==> src/rtl/y86_pkg.sv <==
// ============================================================================
//  Module      : y86_pkg
//  Description : Shared Y86-64 fetch constants, FSM state type and length info.
//  Revision    : 1.0 - initial release
// ============================================================================
`default_nettype none

package y86_pkg;

    localparam logic [3:0] I_HALT   = 4'd0;
    localparam logic [3:0] I_NOP    = 4'd1;
    localparam logic [3:0] I_CMOVXX = 4'd2;
    localparam logic [3:0] I_IRMOVQ = 4'd3;
    localparam logic [3:0] I_RMMOVQ = 4'd4;
    localparam logic [3:0] I_MRMOVQ = 4'd5;
    localparam logic [3:0] I_OPQ    = 4'd6;
    localparam logic [3:0] I_JXX    = 4'd7;
    localparam logic [3:0] I_CALL   = 4'd8;
    localparam logic [3:0] I_RET    = 4'd9;
    localparam logic [3:0] I_PUSHQ  = 4'd10;
    localparam logic [3:0] I_POPQ   = 4'd11;

    localparam logic [3:0] IFUN_MAX_CMOV = 4'd6;
    localparam logic [3:0] IFUN_MAX_OPQ  = 4'd3;
    localparam logic [3:0] IFUN_MAX_JXX  = 4'd6;

    localparam logic [3:0] RNONE = 4'hF;

    typedef enum logic [1:0] {
        FETCH   = 2'd0,
        VALID   = 2'd1,
        WAIT_PC = 2'd2,
        HALT    = 2'd3
    } fetch_state_e;

endpackage

`default_nettype wire

==> src/rtl/y86_fetch_if.sv <==
// ============================================================================
//  Module      : y86_fetch_if
//  Description : Byte-wide instruction-memory read bus (one outstanding request).
//  Revision    : 1.0 - initial release
// ============================================================================
`default_nettype none

interface y86_fetch_if;
    logic        imem_req;
    logic [63:0] imem_addr;
    logic        imem_ack;
    logic [7:0]  imem_data;

    modport master (
        output imem_req,
        output imem_addr,
        input  imem_ack,
        input  imem_data
    );

    modport slave (
        input  imem_req,
        input  imem_addr,
        output imem_ack,
        output imem_data
    );
endinterface

`default_nettype wire

==> src/rtl/y86_ins_len.sv <==
// ============================================================================
//  Module      : y86_ins_len
//  Description : Maps {icode, ifun} to instruction length and field usage.
//  Revision    : 1.0 - initial release
// ============================================================================
`default_nettype none

module y86_ins_len
    import y86_pkg::*;
(
    input  logic [3:0] i_icode,
    input  logic [3:0] i_ifun,
    output logic [3:0] o_len,
    output logic       o_has_reg,
    output logic       o_has_const,
    output logic       o_invalid
);

    logic w_bad;

    always_comb begin
        o_len       = 4'd1;
        o_has_reg   = 1'b0;
        o_has_const = 1'b0;
        w_bad       = 1'b0;
        case (i_icode)
            I_HALT, I_NOP, I_RET: begin
                w_bad = (i_ifun != 4'd0);
            end
            I_CMOVXX: begin
                o_len     = 4'd2;
                o_has_reg = 1'b1;
                w_bad     = (i_ifun > IFUN_MAX_CMOV);
            end
            I_IRMOVQ, I_RMMOVQ, I_MRMOVQ: begin
                o_len       = 4'd10;
                o_has_reg   = 1'b1;
                o_has_const = 1'b1;
                w_bad       = (i_ifun != 4'd0);
            end
            I_OPQ: begin
                o_len     = 4'd2;
                o_has_reg = 1'b1;
                w_bad     = (i_ifun > IFUN_MAX_OPQ);
            end
            I_JXX: begin
                o_len       = 4'd9;
                o_has_const = 1'b1;
                w_bad       = (i_ifun > IFUN_MAX_JXX);
            end
            I_CALL: begin
                o_len       = 4'd9;
                o_has_const = 1'b1;
                w_bad       = (i_ifun != 4'd0);
            end
            I_PUSHQ, I_POPQ: begin
                o_len     = 4'd2;
                o_has_reg = 1'b1;
                w_bad     = (i_ifun != 4'd0);
            end
            default: begin
                w_bad = 1'b1;
            end
        endcase
        // An illegal encoding is consumed as a single byte with no operands.
        if (w_bad) begin
            o_len       = 4'd1;
            o_has_reg   = 1'b0;
            o_has_const = 1'b0;
        end
        o_invalid = w_bad;
    end

endmodule

`default_nettype wire

==> src/rtl/y86_fetch.sv <==
// ============================================================================
//  Module      : y86_fetch
//  Description : Byte-serial Y86-64 fetch stage; optional address bound check
//                enabled by macro FETCH_BOUND_CHECK_EN.
//  Revision    : 1.0 - initial release
// ============================================================================
`default_nettype none

module y86_fetch
    import y86_pkg::*;
#(
    parameter int          IMEM_BYTES = 1024,
    parameter logic [63:0] RESET_PC   = 64'd0
) (
    input  logic               clk,
    input  logic               rst,
    y86_fetch_if.master        imem,
    input  logic               pc_load,
    input  logic [63:0]        new_PC_address,
    output logic               ins_valid,
    input  logic               ins_ready,
    output logic [3:0]         Ins_Code,
    output logic [3:0]         Ins_fun,
    output logic [3:0]         rA,
    output logic [3:0]         rB,
    output logic [63:0]        Val_C,
    output logic [63:0]        Val_P,
    output logic [63:0]        PC_adress,
    output logic               instruction_invalid_check,
    output logic               mem_invalid_check,
    output logic               halted
);

    fetch_state_e state_q, state_d;
    logic [63:0]  pc_q, pc_d;
    logic [3:0]   k_q, k_d;
    logic [3:0]   icode_q, icode_d;
    logic [3:0]   ifun_q, ifun_d;
    logic [3:0]   ra_q, ra_d;
    logic [3:0]   rb_q, rb_d;
    logic [63:0]  valc_q, valc_d;
    logic [63:0]  valp_q, valp_d;
    logic         inv_q, inv_d;
    logic         mem_inv_q, mem_inv_d;

    logic [63:0]  w_addr;
    logic         w_oob;
    logic [3:0]   w_icode;
    logic [3:0]   w_ifun;
    logic [3:0]   w_len;
    logic         w_has_reg;
    logic         w_has_const;
    logic         w_invalid;
    logic [2:0]   w_cidx;

    generate
        if (IMEM_BYTES < 1) begin : g_bad_imem_bytes
            $error("IMEM_BYTES must be positive");
        end
    endgenerate

    assign w_addr = pc_q + {60'd0, k_q};

`ifdef FETCH_BOUND_CHECK_EN
    assign w_oob             = (w_addr >= 64'(IMEM_BYTES));
    assign mem_invalid_check = mem_inv_q;
`else
    assign w_oob             = 1'b0;
    assign mem_invalid_check = 1'b0;
`endif

    // Length info comes from the live byte while byte 0 is on the bus.
    assign w_icode = (k_q == 4'd0) ? imem.imem_data[7:4] : icode_q;
    assign w_ifun  = (k_q == 4'd0) ? imem.imem_data[3:0] : ifun_q;

    y86_ins_len u_ins_len (
        .i_icode     (w_icode),
        .i_ifun      (w_ifun),
        .o_len       (w_len),
        .o_has_reg   (w_has_reg),
        .o_has_const (w_has_const),
        .o_invalid   (w_invalid)
    );

    assign w_cidx = 3'(k_q - (w_has_reg ? 4'd2 : 4'd1));

    always_comb begin
        state_d   = state_q;
        pc_d      = pc_q;
        k_d       = k_q;
        icode_d   = icode_q;
        ifun_d    = ifun_q;
        ra_d      = ra_q;
        rb_d      = rb_q;
        valc_d    = valc_q;
        valp_d    = valp_q;
        inv_d     = inv_q;
        mem_inv_d = mem_inv_q;
        case (state_q)
            FETCH: begin
                if (w_oob) begin
                    mem_inv_d = 1'b1;
                    valp_d    = w_addr;
                    state_d   = VALID;
                end else if (imem.imem_ack) begin
                    if (k_q == 4'd0) begin
                        icode_d = imem.imem_data[7:4];
                        ifun_d  = imem.imem_data[3:0];
                        ra_d    = RNONE;
                        rb_d    = RNONE;
                        valc_d  = 64'd0;
                        inv_d   = w_invalid;
                    end else if (w_has_reg && (k_q == 4'd1)) begin
                        ra_d = imem.imem_data[7:4];
                        rb_d = imem.imem_data[3:0];
                    end else if (w_has_const) begin
                        valc_d[{w_cidx, 3'b000} +: 8] = imem.imem_data;
                    end
                    if (k_q == w_len - 4'd1) begin
                        k_d     = 4'd0;
                        valp_d  = pc_q + {60'd0, w_len};
                        state_d = VALID;
                    end else begin
                        k_d = k_q + 4'd1;
                    end
                end
            end
            VALID: begin
                if (ins_ready) begin
                    state_d = ((icode_q == I_HALT) || inv_q || mem_inv_q) ? HALT : WAIT_PC;
                end
            end
            WAIT_PC: begin
                if (pc_load) begin
                    pc_d    = new_PC_address;
                    k_d     = 4'd0;
                    state_d = FETCH;
                end
            end
            HALT: begin
                state_d = HALT;
            end
            default: begin
                state_d = FETCH;
            end
        endcase
    end

    always_ff @(posedge clk or posedge rst) begin
        if (rst) begin
            state_q   <= FETCH;
            pc_q      <= RESET_PC;
            k_q       <= 4'd0;
            icode_q   <= 4'd0;
            ifun_q    <= 4'd0;
            ra_q      <= 4'd0;
            rb_q      <= 4'd0;
            valc_q    <= 64'd0;
            valp_q    <= 64'd0;
            inv_q     <= 1'b0;
            mem_inv_q <= 1'b0;
        end else begin
            state_q   <= state_d;
            pc_q      <= pc_d;
            k_q       <= k_d;
            icode_q   <= icode_d;
            ifun_q    <= ifun_d;
            ra_q      <= ra_d;
            rb_q      <= rb_d;
            valc_q    <= valc_d;
            valp_q    <= valp_d;
            inv_q     <= inv_d;
            mem_inv_q <= mem_inv_d;
        end
    end

    // The reset state is FETCH, so the request is held off while rst is high.
    assign imem.imem_req  = (state_q == FETCH) && !rst && !w_oob;
    assign imem.imem_addr = w_addr;

    assign ins_valid                 = (state_q == VALID);
    assign halted                    = (state_q == HALT);
    assign Ins_Code                  = icode_q;
    assign Ins_fun                   = ifun_q;
    assign rA                        = ra_q;
    assign rB                        = rb_q;
    assign Val_C                     = valc_q;
    assign Val_P                     = valp_q;
    assign PC_adress                 = pc_q;
    assign instruction_invalid_check = inv_q;

endmodule

`default_nettype wire

==> src/flat_wrapper.sv <==
// flat-port wrapper written by rule: the top's interface ports become plain ports
module y86_fetch_flat import y86_pkg::*;
#(
    parameter int          IMEM_BYTES = 1024,
    parameter logic [63:0] RESET_PC   = 64'd0
)
  (clk, rst, pc_load, new_PC_address, ins_valid, ins_ready, Ins_Code, Ins_fun, rA, rB, Val_C, Val_P, PC_adress, instruction_invalid_check, mem_invalid_check, halted, imem_imem_req, imem_imem_addr, imem_imem_ack, imem_imem_data);
  y86_fetch_if imem_i ();
  input  logic clk;
  input  logic rst;
  input  logic pc_load;
  input  logic [63:0] new_PC_address;
  output logic ins_valid;
  input  logic ins_ready;
  output logic [3:0] Ins_Code;
  output logic [3:0] Ins_fun;
  output logic [3:0] rA;
  output logic [3:0] rB;
  output logic [63:0] Val_C;
  output logic [63:0] Val_P;
  output logic [63:0] PC_adress;
  output logic instruction_invalid_check;
  output logic mem_invalid_check;
  output logic halted;
  output wire logic [$bits(imem_i.imem_req)-1:0] imem_imem_req;
  output wire logic [$bits(imem_i.imem_addr)-1:0] imem_imem_addr;
  input wire logic [$bits(imem_i.imem_ack)-1:0] imem_imem_ack;
  input wire logic [$bits(imem_i.imem_data)-1:0] imem_imem_data;
  assign imem_imem_req = imem_i.imem_req;
  assign imem_imem_addr = imem_i.imem_addr;
  assign imem_i.imem_ack = imem_imem_ack;
  assign imem_i.imem_data = imem_imem_data;
  y86_fetch #(.IMEM_BYTES(IMEM_BYTES), .RESET_PC(RESET_PC)) u_core (.clk(clk), .rst(rst), .imem(imem_i), .pc_load(pc_load), .new_PC_address(new_PC_address), .ins_valid(ins_valid), .ins_ready(ins_ready), .Ins_Code(Ins_Code), .Ins_fun(Ins_fun), .rA(rA), .rB(rB), .Val_C(Val_C), .Val_P(Val_P), .PC_adress(PC_adress), .instruction_invalid_check(instruction_invalid_check), .mem_invalid_check(mem_invalid_check), .halted(halted));
endmodule
==> config.mk <==
export PLATFORM = sky130hd
export DESIGN_NAME = y86_fetch_flat
export DESIGN_NICKNAME = d
export VERILOG_FILES = /design/src/rtl/y86_pkg.sv /design/src/rtl/y86_fetch_if.sv /design/src/rtl/y86_ins_len.sv /design/src/rtl/y86_fetch.sv /design/src/flat_wrapper.sv
export SDC_FILE = /design/constraint.sdc
export NUM_CORES = 1
export LEC_CHECK = 0
export CORE_UTILIZATION = 51
export DETAILED_ROUTE_END_ITERATION = 16
export GPL_TIMING_DRIVEN = 0
export PLACE_DENSITY = 0.86
export SLEW_MARGIN = 20
export SYNTH_ARGS = -nofsm -noshare
export SYNTH_HDL_FRONTEND = slang
export SYNTH_SLANG_ARGS = --single-unit
==> constraint.sdc <==
create_clock -name clk -period 11.54 [get_ports clk]
set_input_delay 1.154 -clock clk [delete_from_list [all_inputs] [get_ports clk]]
set_output_delay 1.154 -clock clk [all_outputs]
set_load 0.02 [all_outputs]
==> results <==
- The number of levels in the clock H-tree is 1.
- The final-report max-slew violation count is 0.
- The met2 routed wirelength is 17,600 um.
- The number of antenna violations at the first check in global routing is 1.
- The effective utilization at floorplan is 52.31%.
- The clock group share of total power is 17.3%.
- The start of the worst register-to-register path is u_core.k_q[1].
- The routed length on met1 is 14,920 um.
- STA classifies the critical path endpoint as a primary output.
- The core area is 21,890 um^2.
- After synthesis, the netlist uses 60 different library cells.
- The setup path with the least slack is of type reg2out.
- The static power due to leakage is 6.947 nW.
- Setup repair after global routing left no endpoint under its margin.
- The basic-gate share of the synthesized area counting and, or, nand and nor cells is 14.64%.
- For this run, the slowest stage of the critical path takes 0.69 ns.
- Timing analysis after detailed placement gives a worst setup slack of 5.769 ns.
- The peak supply drop is 0.2232 mV.
- In the final routed layout, each cell accounts on average for 21.99 um.
- In the final layout, flip-flops and latches occupy 5380 um^2.
- At the pin with the least slew margin, the transition time is 0.9864 ns.
- The die covers 23,060 um^2.
- The synthesized netlist devotes 8.107% of its cell area to compound gates.
- The number of buffers added for setup after CTS is 0.
- The antenna violation net count after detailed routing is 0.
- The end point of the worst hold path is u_core.Val_C[51].
- The top fanout value on the critical path is 8.
- By area, the combinational part of the netlist is dominated by simple AND/OR/NAND/NOR gates.
- The total congestion overflow is 0.
- The worst clock skew is 0.01761 ns.
- In this run the tool buffered the top-level ports with 349 buffer cells.
- The clock-pin slew on the worst setup and hold paths is 0.06 ns.
- The first-pass GRT wire length is 58,730 um.
- Summing all placed instances gives a cell area of 15,360 um^2.
- The via count of the first global-routing pass was 10,080.
- The maximum number of pins on one net before global-route repair is 100.
- Using the TritonRoute via totals, the vias-per-cell ratio works out to 5.844.
- Measured along the y axis, the die boundary spans 151.9 um.
- The proportion of layout cells with a drive suffix above 1 is 13.64%.
- In this run the biggest area consumer among cell types represents 46.98% of the synthesized area.
- The x dimension of the die is 151.9 um.
- The overall fraction of global-route tracks in use is 32.48%.
- After synthesis, the share of cell area in mux cells is 14.53%.
- The final-report setup violation count is 0.
- In this run the worst hold path is classified as reg2reg.
- The weighted congestion at the end of routability-driven global placement is 0.9111.
- The required time of the worst setup path is 10.39 ns.
- The number of placed I/O pins is 354.
- The area used by multi-input combinational logic is 5659 um^2.
- The first-iteration detailed-routing DRC count is 919.
- The endpoint identified for the worst register-to-register timing path is u_core.Val_C[56].
- Sorting the synthesized cells by how often they occur yields dfrtp_1 (215), nand2_1 (98), mux2_2 (90).
- The number of storage elements in the synthesis netlist is 215.
- Adding up every negative setup slack in the final design gives 0 ns.
- The number of buffers inserted for hold repair after clock tree synthesis is 0.
- Detailed routing inserted a total of 10,050 vias.
- Counting the fill cells in the layout gives 1,512.
- The master cell of the clock root buffer is clkbuf_16.
- The number of clock sinks seen by CTS is 215.
- After detailed placement, the design holds a cell count of 1,679.
- The routed design has 37,800 um of wire.
- Walking the worst path, the cells encountered are ha_1 > inv_1 > fa_1 > nor2b_1 > o21ai_0 > a21oi_1 > nand4_1 > nor2_1 > nand3_1 > nor4_1 > xor2_1 > clkdlybuf4s50_1.
- The worst setup path is launched from a register.
- Broken down by cell family, the worst path's largest delay share belongs to simple AND/OR/NAND/NOR gates.
- The final instance area is 16,160 um^2.
- The share of the Yosys chip area taken by registers is 46.98%.
- The flow ran to the end, and the final reports show no timing, DRC or antenna violations.
- The worst path buffer plus inverter count is 2.
- Dividing total power by cell area gives a power density of 285.7 nW/um^2.
- Headroom to the max-slew limit came out at 33.74%.
- Counting flops with a built-in enable in the synthesized netlist gives 0.
- The endpoint arrival time on the critical path is 4.66 ns.
- Dividing the final minimum period by the clock period gives 50.42%.
- Dividing the synthesized area by the synthesized cell count gives 10.93 um^2.
- The achievable clock frequency is 171.9 MHz.
- Across all setup checks in the final design, the least slack found is 5.721 ns.
- The highest-delay cell along the critical path is clkdlybuf4s50_1.
- Synthesis produced a netlist with a net count of 1,143.
- The dominant cell type by area after synthesis is dfrtp_1.
- The final net count is 1,519.
- The sum of net half-perimeters after detailed placement is 28,140 um.
- The most frequently used cell type in the post-synthesis netlist is dfrtp_1.
- For the worst-skew pair, the clock arrives at the later sink with an insertion delay of 0.52 ns.
- The total CTS buffers is 23.
- Max-cap violations in this run came to 0.
- The setup check on the worst reg-to-reg path leaves a slack of 6.41 ns.
- The first detailed-routing pass ran for 6 iterations.
- The highest metal layer carrying signal wires in the routed design is met4.
- The net switching power of the design is 1.906 mW.
- The synthesized netlist devotes 9.942% of its cell area to XOR and XNOR gates.
- The switching power share of the total is 41.28%.
- The sequential fraction of design power is 27.7%.
- The number of warnings reported in the yosys synthesis log is 0.
- The final cell count without fillers is 1,719.
- The CTS tree is built.
- The clock passes through at most 3 buffers.
- By area the synthesized netlist is led by dfrtp_1 (47%), mux2_2 (8.8%), xor2_1 (5.1%), a22o_1 (5.0%), mux2_4 (5.0%).
- Summed over all nets, wire length on met3 after detailed routing comes to 3649 um.
- The cell area after technology mapping is 11,450 um^2.
- The post-cts gate resize count is 0.
- The number of hold violations in the final report was 0.
- The number of cells on the worst hold path is 1.
- The fraction of registers with async set or reset after synthesis is 100.0%.
- Measured in cells, the most critical reg-to-reg path has a length of 18.
- The internal power summed over all cells is 2.711 mW.
- The most instantiated flip-flop cell in the synthesis netlist is dfrtp_1.
- The synthesized netlist devotes 2.163% of its cell area to adder and majority cells.
- The relative contribution of combinational cells to total power is 55.0%.
- The residual DRC count is 0.
- The routed design could run at a clock period as short as 5.819 ns.
- The worst min-delay path startpoint is u_core.Val_C[51].
- The floorplan has 54 rows.
- The cell count after synthesis is 1,048.
- The area growth from synthesis to layout is 41.09%.
kinds of logic after synthesis:
family                   after synthesis
AO/OA/AOI/OAI                        120
AND/OR/NAND/NOR                      336
adder cells (fa/ha/maj)               18
buffers and inverters                 92
other                                  1
flip-flops                           215
multiplexers                         136
XOR/XNOR                             130
layout make-up:
type                    instances  share of cell area (%)
flip-flops and latches        215                   33.30
clock buffers                  32                   3.957
plain buffers                  70                   2.044
repair buffers                351                   21.96
multi-input cells             741                   35.02
well taps                     280                   2.168
clock inverters                 6                  0.9602
diodes                          2                 0.03097
inverters                      22                  0.5575
sequential cells by signal, summed over array words and instances, names as in the netlist:
name,count
u_core.Val_P,64
u_core.rA,4
u_core.instruction_invalid_check,1
u_core.rB,4
u_core.k_q,4
u_core.Ins_fun,4
u_core.Val_C,64
u_core.PC_adress,64
u_core.Ins_Code,4
u_core.state_q,2
power groups by stage:
stage	combinational (mW)	clock [mW]	sequential, mW
6_report	2.54	0.798	1.28
2_1_floorplan	1.15	0	1.52
5_1_grt	2.67	0.834	1.31
3_3_place_gp	2.46	0	1.27
3_5_place_dp	2.52	0	1.28
4_1_cts	2.54	0.804	1.27
metal layers:
metal	up-vias	GRT usage [%]
met5	-	0
met2	584	51.30
met3	97	7.530
li1	4434	-
met1	4930	42.39
met4	0	15.24
worst register-to-register path, cell delays in order (launching register included):
cell,delay (ns)
dfrtp_1,0.54
inv_1,0.18
ha_1,0.25
or3b_1,0.17
clkbuf_1,0.25
nand2_1,0.11
o22ai_2,0.37
and2_1,0.18
buf_2,0.20
inv_1,0.11
ha_1,0.19
inv_1,0.06
fa_1,0.45
inv_1,0.13
ha_1,0.16
ha_1,0.31
or3_1,0.42
nor3_1,0.74
a22o_1,0.25
cell usage in the layout, fill, tap and decap left out, types with 5 or more instances in the layout:
cell / n
xor2_1: 67
nand4_1: 28
and4_1: 5
and3_1: 11
nor2b_1: 10
ha_1: 15
nor3_1: 30
a21oi_1: 21
nand2b_1: 7
and2_1: 10
xnor2_1: 63
inv_1: 21
a22o_1: 66
mux2i_1: 8
buf_6: 6
clkbuf_16: 23
clkbuf_1: 53
bufinv_16: 5
nand2_1: 98
mux2_4: 38
o21ai_0: 9
mux2_2: 90
nand3_1: 38
nor4_1: 12
buf_2: 15
dfrtp_1: 215
nor2_1: 64
clkdlybuf4s50_1: 349
through the flow:
| step | hold slack, ns | util (%) | power, mW |
|---|---|---|---|
| final | 0.5050 | 73.81 | 4.617 |
| after global routing | 0.5136 | 73.79 | 4.817 |
| after CTS | 0.5046 | 73.79 | 4.610 |
| after detailed placement | 0.4902 | 70.16 | 3.795 |
| after global placement | 0.4852 | 69.87 | 3.726 |
| after floorplan | 0.5171 | - | 2.669 |
worst max-delay path by stage:
stage	start	endpoint	slack [ns]	cells after the start
finish	u_core.k_q[0]	imem_imem_addr[60]	5.72	12
CTS	u_core.k_q[0]	imem_imem_addr[60]	5.84	12
floorplan	rst	u_core.Ins_Code[0]	4.51	1
global placement	rst	u_core.PC_adress[41]	1.73	2
global route	u_core.k_q[0]	imem_imem_addr[60]	5.54	12
detailed placement	imem_imem_data[5]	u_core.Val_C[56]	5.77	17
Power figures use the tool's default switching activity.
